===== config.mk =====
export PLATFORM = sky130hd
export DESIGN_NAME = btn_conditioner
export DESIGN_NICKNAME = d
export VERILOG_FILES = /design/src/rtl/btn_cond_pkg.sv /design/src/rtl/btn_debounce.sv /design/src/rtl/btn_conditioner.sv
export SDC_FILE = /design/constraint.sdc
export NUM_CORES = 1
export LEC_CHECK = 0
export CORE_ASPECT_RATIO = 1.25
export CORE_MARGIN = 1
export CORE_UTILIZATION = 60
export CTS_BUF_LIST = sky130_fd_sc_hd__clkbuf_4
export CTS_CLUSTER_SIZE = 40
export DETAILED_ROUTE_END_ITERATION = 16
export PLACE_DENSITY = 0.82
export SYNTH_ARGS = -nofsm -noshare
export SYNTH_HDL_FRONTEND = slang
export SYNTH_HIERARCHICAL = 1
export SYNTH_SLANG_ARGS = --single-unit

===== constraint.sdc =====
create_clock -name clk -period 2.6 [get_ports clk]
set_input_delay 0.26 -clock clk [delete_from_list [all_inputs] [get_ports clk]]
set_output_delay 0.26 -clock clk [all_outputs]
set_load 0.02 [all_outputs]

===== src/rtl/btn_cond_pkg.sv =====
// btn_cond_pkg: shared FSM state, default debounce length and channel indices for btn_conditioner.
package btn_cond_pkg;
  localparam int DEBOUNCE_DEFAULT = 1_000_000;
  localparam int BTN_OPEN = 0;
  localparam int BTN_CLOSE = 1;
  localparam int BTN_CHANGE = 2;
  typedef enum logic [1:0] {IDLE, PRESS_WAIT, HELD, RELEASE_WAIT} btn_state_e;
endpackage


===== src/rtl/btn_debounce.sv =====
// btn_debounce: one button channel -- 2-flop synchronizer, debounce FSM, registered level/press pulse.
// Optional btn_release pulse when BTN_COND_RELEASE_EN is defined.
module btn_debounce
  import btn_cond_pkg::*;
#(
  parameter int DEBOUNCE_CYCLES = DEBOUNCE_DEFAULT
) (
  input  logic clk,
  input  logic rst,
  input  logic btn_raw,
  output logic btn_level,
  output logic btn_press
`ifdef BTN_COND_RELEASE_EN
  ,
  output logic btn_release
`endif
);
  localparam int CW = $clog2(DEBOUNCE_CYCLES + 1);
  localparam logic [CW-1:0] CMAX = CW'(DEBOUNCE_CYCLES);
  logic [1:0] sync_q, sync_d;
  btn_state_e state_q, state_d;
  logic [CW-1:0] count_q, count_d, count_inc;
  logic level_q, level_d, press_q, press_d, s;
`ifdef BTN_COND_RELEASE_EN
  logic release_q, release_d;
`endif
  always_comb begin
    sync_d = {sync_q[0], btn_raw};
    s = sync_q[1];
    count_inc = (count_q == CMAX) ? CMAX : count_q + 1'b1;
    state_d = state_q;
    count_d = count_q;
    case (state_q)
      IDLE: begin
        state_d = s ? PRESS_WAIT : IDLE;
        count_d = s ? CW'(1) : '0;
      end
      PRESS_WAIT: begin
        state_d = !s ? IDLE : (count_q == CMAX ? HELD : PRESS_WAIT);
        count_d = s ? count_inc : '0;
      end
      HELD: begin
        state_d = s ? HELD : RELEASE_WAIT;
        count_d = s ? '0 : CW'(1);
      end
      RELEASE_WAIT: begin
        state_d = s ? HELD : (count_q == CMAX ? IDLE : RELEASE_WAIT);
        count_d = s ? '0 : count_inc;
      end
      default: begin
        state_d = IDLE;
        count_d = '0;
      end
    endcase
    // level_q doubles as "already reported" so a return to HELD never re-pulses
    level_d = (state_q == HELD) || (state_q == RELEASE_WAIT);
    press_d = (state_q == HELD) && !level_q;
`ifdef BTN_COND_RELEASE_EN
    release_d = (state_q == IDLE) && level_q;
`endif
  end
  always_ff @(posedge clk) begin
    if (rst) begin
      sync_q  <= '0;
      state_q <= IDLE;
      count_q <= '0;
      level_q <= 1'b0;
      press_q <= 1'b0;
`ifdef BTN_COND_RELEASE_EN
      release_q <= 1'b0;
`endif
    end else begin
      sync_q  <= sync_d;
      state_q <= state_d;
      count_q <= count_d;
      level_q <= level_d;
      press_q <= press_d;
`ifdef BTN_COND_RELEASE_EN
      release_q <= release_d;
`endif
    end
  end
  assign btn_level = level_q;
  assign btn_press = press_q;
`ifdef BTN_COND_RELEASE_EN
  assign btn_release = release_q;
`endif
endmodule


===== src/rtl/btn_conditioner.sv =====
// btn_conditioner: NUM_BTN independent debounced button channels plus any_press.
// Define BTN_COND_RELEASE_EN to add the btn_release pulse output.
module btn_conditioner
  import btn_cond_pkg::*;
#(
  parameter int NUM_BTN = 3,
  parameter int DEBOUNCE_CYCLES = DEBOUNCE_DEFAULT
) (
  input  logic               clk,
  input  logic               rst,
  input  logic [NUM_BTN-1:0] btn_raw,
  output logic [NUM_BTN-1:0] btn_level,
  output logic [NUM_BTN-1:0] btn_press,
  output logic               any_press
`ifdef BTN_COND_RELEASE_EN
  ,
  output logic [NUM_BTN-1:0] btn_release
`endif
);
  for (genvar i = 0; i < NUM_BTN; i++) begin : g_ch
    btn_debounce #(.DEBOUNCE_CYCLES(DEBOUNCE_CYCLES)) u_ch (
      .clk(clk),
      .rst(rst),
      .btn_raw(btn_raw[i]),
      .btn_level(btn_level[i]),
      .btn_press(btn_press[i])
`ifdef BTN_COND_RELEASE_EN
      ,
      .btn_release(btn_release[i])
`endif
    );
  end
  assign any_press = |btn_press;
endmodule


; Word level (Yosys, flattened, before mapping)
; Cells that the tools add are included.
[word_totals]
elab_cells = 82
out_inout_bits = 7
reg_bits = 78
inputBits = 5
[op_classes]
addsub = 3
reduce_logical = 13
n_eq_ne = 12
mux = 39
[ops]
columns = cell, n
row1 = $pmux W20 S4, 3
row2 = $mux W20, 9
row3 = $add A20 B1 Y20 const B, 3
row4 = $eq A20 B20 Y1 const B, 3
row5 = $mux W2, 12
row6 = $pmux W2 S4, 3
row7 = $eq A2 B2 Y1 const B, 6
row8 = $mux W1, 12
row9 = $eq A2 B1 Y1 const B, 3
row10 = $logic_not A2 Y1, 3
row11 = $logic_and A1 B1 Y1, 3
row12 = $logic_not A1 Y1, 3
row13 = $logic_or A1 B1 Y1, 3
row14 = $reduce_or A3 Y1, 1

; Depth between registers and ports, before layout
[depth]
depth_word = 4
depth_mapped = 7
mapped_depth_nobuf = 6

; Cells and area by module
; Netlist, hierarchy kept.
[by_module_without_submodules]
columns = mod, cells_per_inst, instances, area_per_inst_um2, seq_area_each_um2
row1 = btn_debounce, 132, 3, 1156.1, 520.5
row2 = btn_conditioner, 1, 1, 6.3, 0.0

; Worst setup path after synthesis
; OpenSTA, ideal clock, no wires.
[synth_path]
path_type = register to register
start = register g_ch[0].u_ch.count_q[2]
end = register g_ch[0].u_ch.count_q[19]
setup_ns = 0.070
slack_ns = 0.716
path_buffers = 2
stages_incl_launch_ff = 7
arrival_time_ns = 1.814
t_required_ns = 2.530
period_less_slack_ns = 1.884
cell_sequence = dfxtp_1 buf_4 nand4_2 or4_1 buf_2 or4_1 a21oi_1
[synth_between]
elab_chain_cells = 4
word_cells_on_any_way = 6
cone_classes = add/sub (1) / eq/ne (1) / mux (4)
[synth_rtl]
columns = element, line_no
row1 = from (decl), btn_debounce.sv:22  ; logic [CW-1:0] count_q, count_d, count_inc;
row2 = from (signal assigned), btn_debounce.sv:75  ; count_q <= count_d;
row3 = $add A20 B1 Y20 or $eq A20 B20 Y1 (tied branches), btn_debounce.sv:30  ; count_inc = (count_q == CMAX) ? CMAX : count_q + 1'b1;
row4 = $mux W20 (*), btn_debounce.sv:30
row5 = "$mux W20, on equally long branches", "btn_debounce.sv:48, btn_debounce.sv:40"
row6 = $pmux W20 S4 (*), btn_debounce.sv:33  ; case (state_q)
; Every way passes the cells marked *; elsewhere a longest branch is shown, timed or not.
; A chain may end at the register's enable or synchronous reset.

; Final worst setup path
[layout_path]
start = register g_ch[2].u_ch.count_q[2]
end = register g_ch[2].u_ch.count_q[19]
[layout_between]
elab_chain_cells = 4
word_cells_on_any_way = 6
cone_classes = add/sub (1) / eq/ne (1) / mux (4)
[layout_rtl]
columns = element, line_no
row1 = from (decl), btn_debounce.sv:22
row2 = from (signal assigned), btn_debounce.sv:75
row3 = $add A20 B1 Y20 or $eq A20 B20 Y1 (tied branches), btn_debounce.sv:30
row4 = $mux W20 (*), btn_debounce.sv:30
row5 = "$mux W20, on equally long branches", "btn_debounce.sv:48, btn_debounce.sv:40"
row6 = $pmux W20 S4 (*), btn_debounce.sv:33
; Marks and branches as above.

==> metrics.txt <==
Avg Inst Size Synth 8.75 um^2; WS Path Type flop to flop; CTS tree done; Seq pwr share 59.3%; First-pass DRT Iterations 5; Die ar. 0.00610 mm^2; grt ovf 0; Post-Synthesis Cell Area 0.00347 mm^2; Pins Over Slew Limit 0; largest net degree at the start of global routing 19; maxcap violations 0; layout cell share with drive strength beyond 1 5.83%; startpoint type of the worst setup path flop; critical path capture point type flop; largest cells by area after synthesis dfxtp_1 (45%), xor2_1 (6.0%), nor2_1 (4.9%), or4_1 (4.5%), xnor2_1 (3.8%); Max FO, Critical Path 7; hold_buf cts 0; CP Launch Point g_ch[2].u_ch/count_q[2]; DR vias 2820; I/O Buffers 11; Detail Route Antenna Nets 0; clock share of power 39.5%; Clk Latency, worst-skew pair 0.41 ns; fmax 474 MHz; largest area contributor in the synthesized netlist dfxtp_1; Hold Fails Final Rpt 0; CP arrival 2.45 ns; Max VDD drop 397 uV; number of fill cells in the layout 462; cts bufs inserted 9; Yosys reg bits 78; gr usage total 23.0%; io pins 12; Die X 70.1 um; GR Layer Usage met3 4.98%; H-tree Lvls 3; Netlist cell types 30; antenna violations before repair 0; internal power 1610 uW; Multi-input gate area 0.00176 mm^2; Synth Instances 397; hold slack 0.391 ns; Initial DRC Count 214; fin crit period 2.11 ns; most crowded layer after global routing met2; GR Util met1 28.5%; worst-margin pin slew 0.547 ns; Seq/Total Area, Yosys 44.9%; Gate power share 1.2%; Via density 5.92; min-delay src btn_raw[2]; GR Util met2 38.5%; dpl hpwl 4570 um; Synthesis Warnings 6; Yosys top cell area share 44.9%; register area 0.00156 mm^2; FP Rows 30; RSZ-0062 raised after global routing no; largest buffer count on any clock path 2; Initial Util 63.0%; DRC errors left 0; GPL Wtd Cong 0.892; EDFF count, synth 0; Min-Delay Path Class input pin to flop; status finished, final reports clean; Slew HR 63.4%; clk_skew 0.0167 ns; nets 418; final WL 6370 um; number of global-route vias before repair 2615; Area growth syn-to-layout 8.68%; setup TNS 0 ns; Setup Fix Bufs, Post-CTS 0; core area 0.00552 mm^2; switching part of the total 20.6%; period utilisation layout 81.1%; CTS Root Cell clkbuf_4; post-cts sizing count 0; clock-pin slew on the worst setup and hold paths 0.12 ns; Async SR Flop Fraction 0%; clock sinks 78; pwr dens 538 mW/mm^2; FF-to-FF Start g_ch[2].u_ch/count_q[2]; drt wl/cell 13.4 um; top_reg_cell synth dfxtp_1; leakage power total 0.00120 uW; data required time at the worst endpoint 2.95 ns; switching power 419 uW; global-route wire length before repair 11300 um; diodes inserted 0; Die Span Y 87.1 um; syn_nets 408; setup violators final 0
[cell usage after synthesis, types with 6 or more instances]
master,instances
nor4_1,6
nor2_1,45
inv_1,21
nand4_1,15
nor4bb_1,6
or3_1,10
xnor2_1,15
o211ai_1,6
nor2b_1,6
o31ai_1,6
nor3_1,12
or4_1,21
clkbuf_1,9
a21oi_1,12
and4_1,6
xor2_1,24
nand3_1,24
nand2_1,33
dfxtp_1,78
o21ai_0,9
ha_1,6
[final timing paths]
check / depth (start not counted) / to / slack, ns
max: 4 / g_ch[2].u_ch/count_q[19] / 0.49
min: 2 / g_ch[2].u_ch/sync_q[0] / 0.39
max reg2reg: 4 / g_ch[2].u_ch/count_q[19] / 0.49
min reg2reg: 1 / g_ch[0].u_ch/btn_press / 0.42
[worst max-delay path, stage by stage, from the launching register on]
cell and delay [ns]:
dfxtp_1 0.49, nand4_2 0.20, or4_1 0.66, or4_1 0.55, a21oi_1 0.15
[layout make-up]
cell class / instances / share of cell area, %
repair buffers: 14 / 3.51
inverters: 21 / 2.09
well taps: 64 / 2.12
multi-input cells: 283 / 46.7
clock buffers: 10 / 1.99
flip-flops and latches: 78 / 41.4
clock inverters: 6 / 2.25
[layout by cell type, fill, tap and decap left out, types with 9 or more instances in the layout]
cell type / instances
a21oi_1: 12
nand2_1: 33
xor2_1: 24
or3_1: 10
nor2_1: 45
nor3_1: 12
clkbuf_4: 10
o21ai_0: 9
nand3_1: 24
inv_1: 21
nand4_1: 15
dfxtp_1: 78
clkdlybuf4s50_1: 11
xnor2_1: 15
or4_1: 21
[metal layers]
layer	up-vias	share of wire, %
met4	0	1.3
met2	54	48
li1	1433	-
met3	7	3.7
met1	1326	47
met5	-	0
[power by group through the flow]
stage	clock, uW	sequential [uW]	combinational (uW)
after CTS	826	1210	24.2
after detailed placement	0	1230	24.0
after floorplan	0	1230	12.8
final	803	1210	23.9
after global placement	0	1230	23.4
after global routing	875	1210	26.7
[flip-flops by register name, indices dropped and copies added, names as in the netlist]
signal               count
g_ch.u_ch/sync_q         6
g_ch.u_ch/btn_press      3
g_ch.u_ch/btn_level      3
g_ch.u_ch/count_q       60
g_ch.u_ch/state_q        6
[per-stage QoR]
step | instance area, um^2 | setup slack, ns | std cells | util [%] | total power (uW)
3_3_place_gp | 3620 | 0.396 | 460 | 65.5 | 1260
4_1_cts | 3780 | 0.519 | 476 | 68.4 | 2060
5_1_grt | 3780 | 0.364 | 476 | 68.4 | 2110
2_1_floorplan | 3470 | 0.716 | 397 | - | 1240
6_report | 3780 | 0.490 | 476 | 68.4 | 2030
3_5_place_dp | 3620 | 0.384 | 460 | 65.5 | 1260
[cells by family (layout without fill, tap and decap cells)]
logic type / Yosys count / count (layout) / share of synthesized area (%)
AND/OR/NAND/NOR: 199 / 199 / 31.6
flip-flops: 78 / 78 / 44.9
XOR/XNOR: 39 / 39 / 9.83
AO/OA/AOI/OAI: 36 / 36 / 6.27
buffers and inverters: 36 / 51 / 4.32
adder cells (fa/ha/maj): 6 / 6 / 2.16
multiplexers: 3 / 3 / 0.864
(Power assumes the default switching activity.)
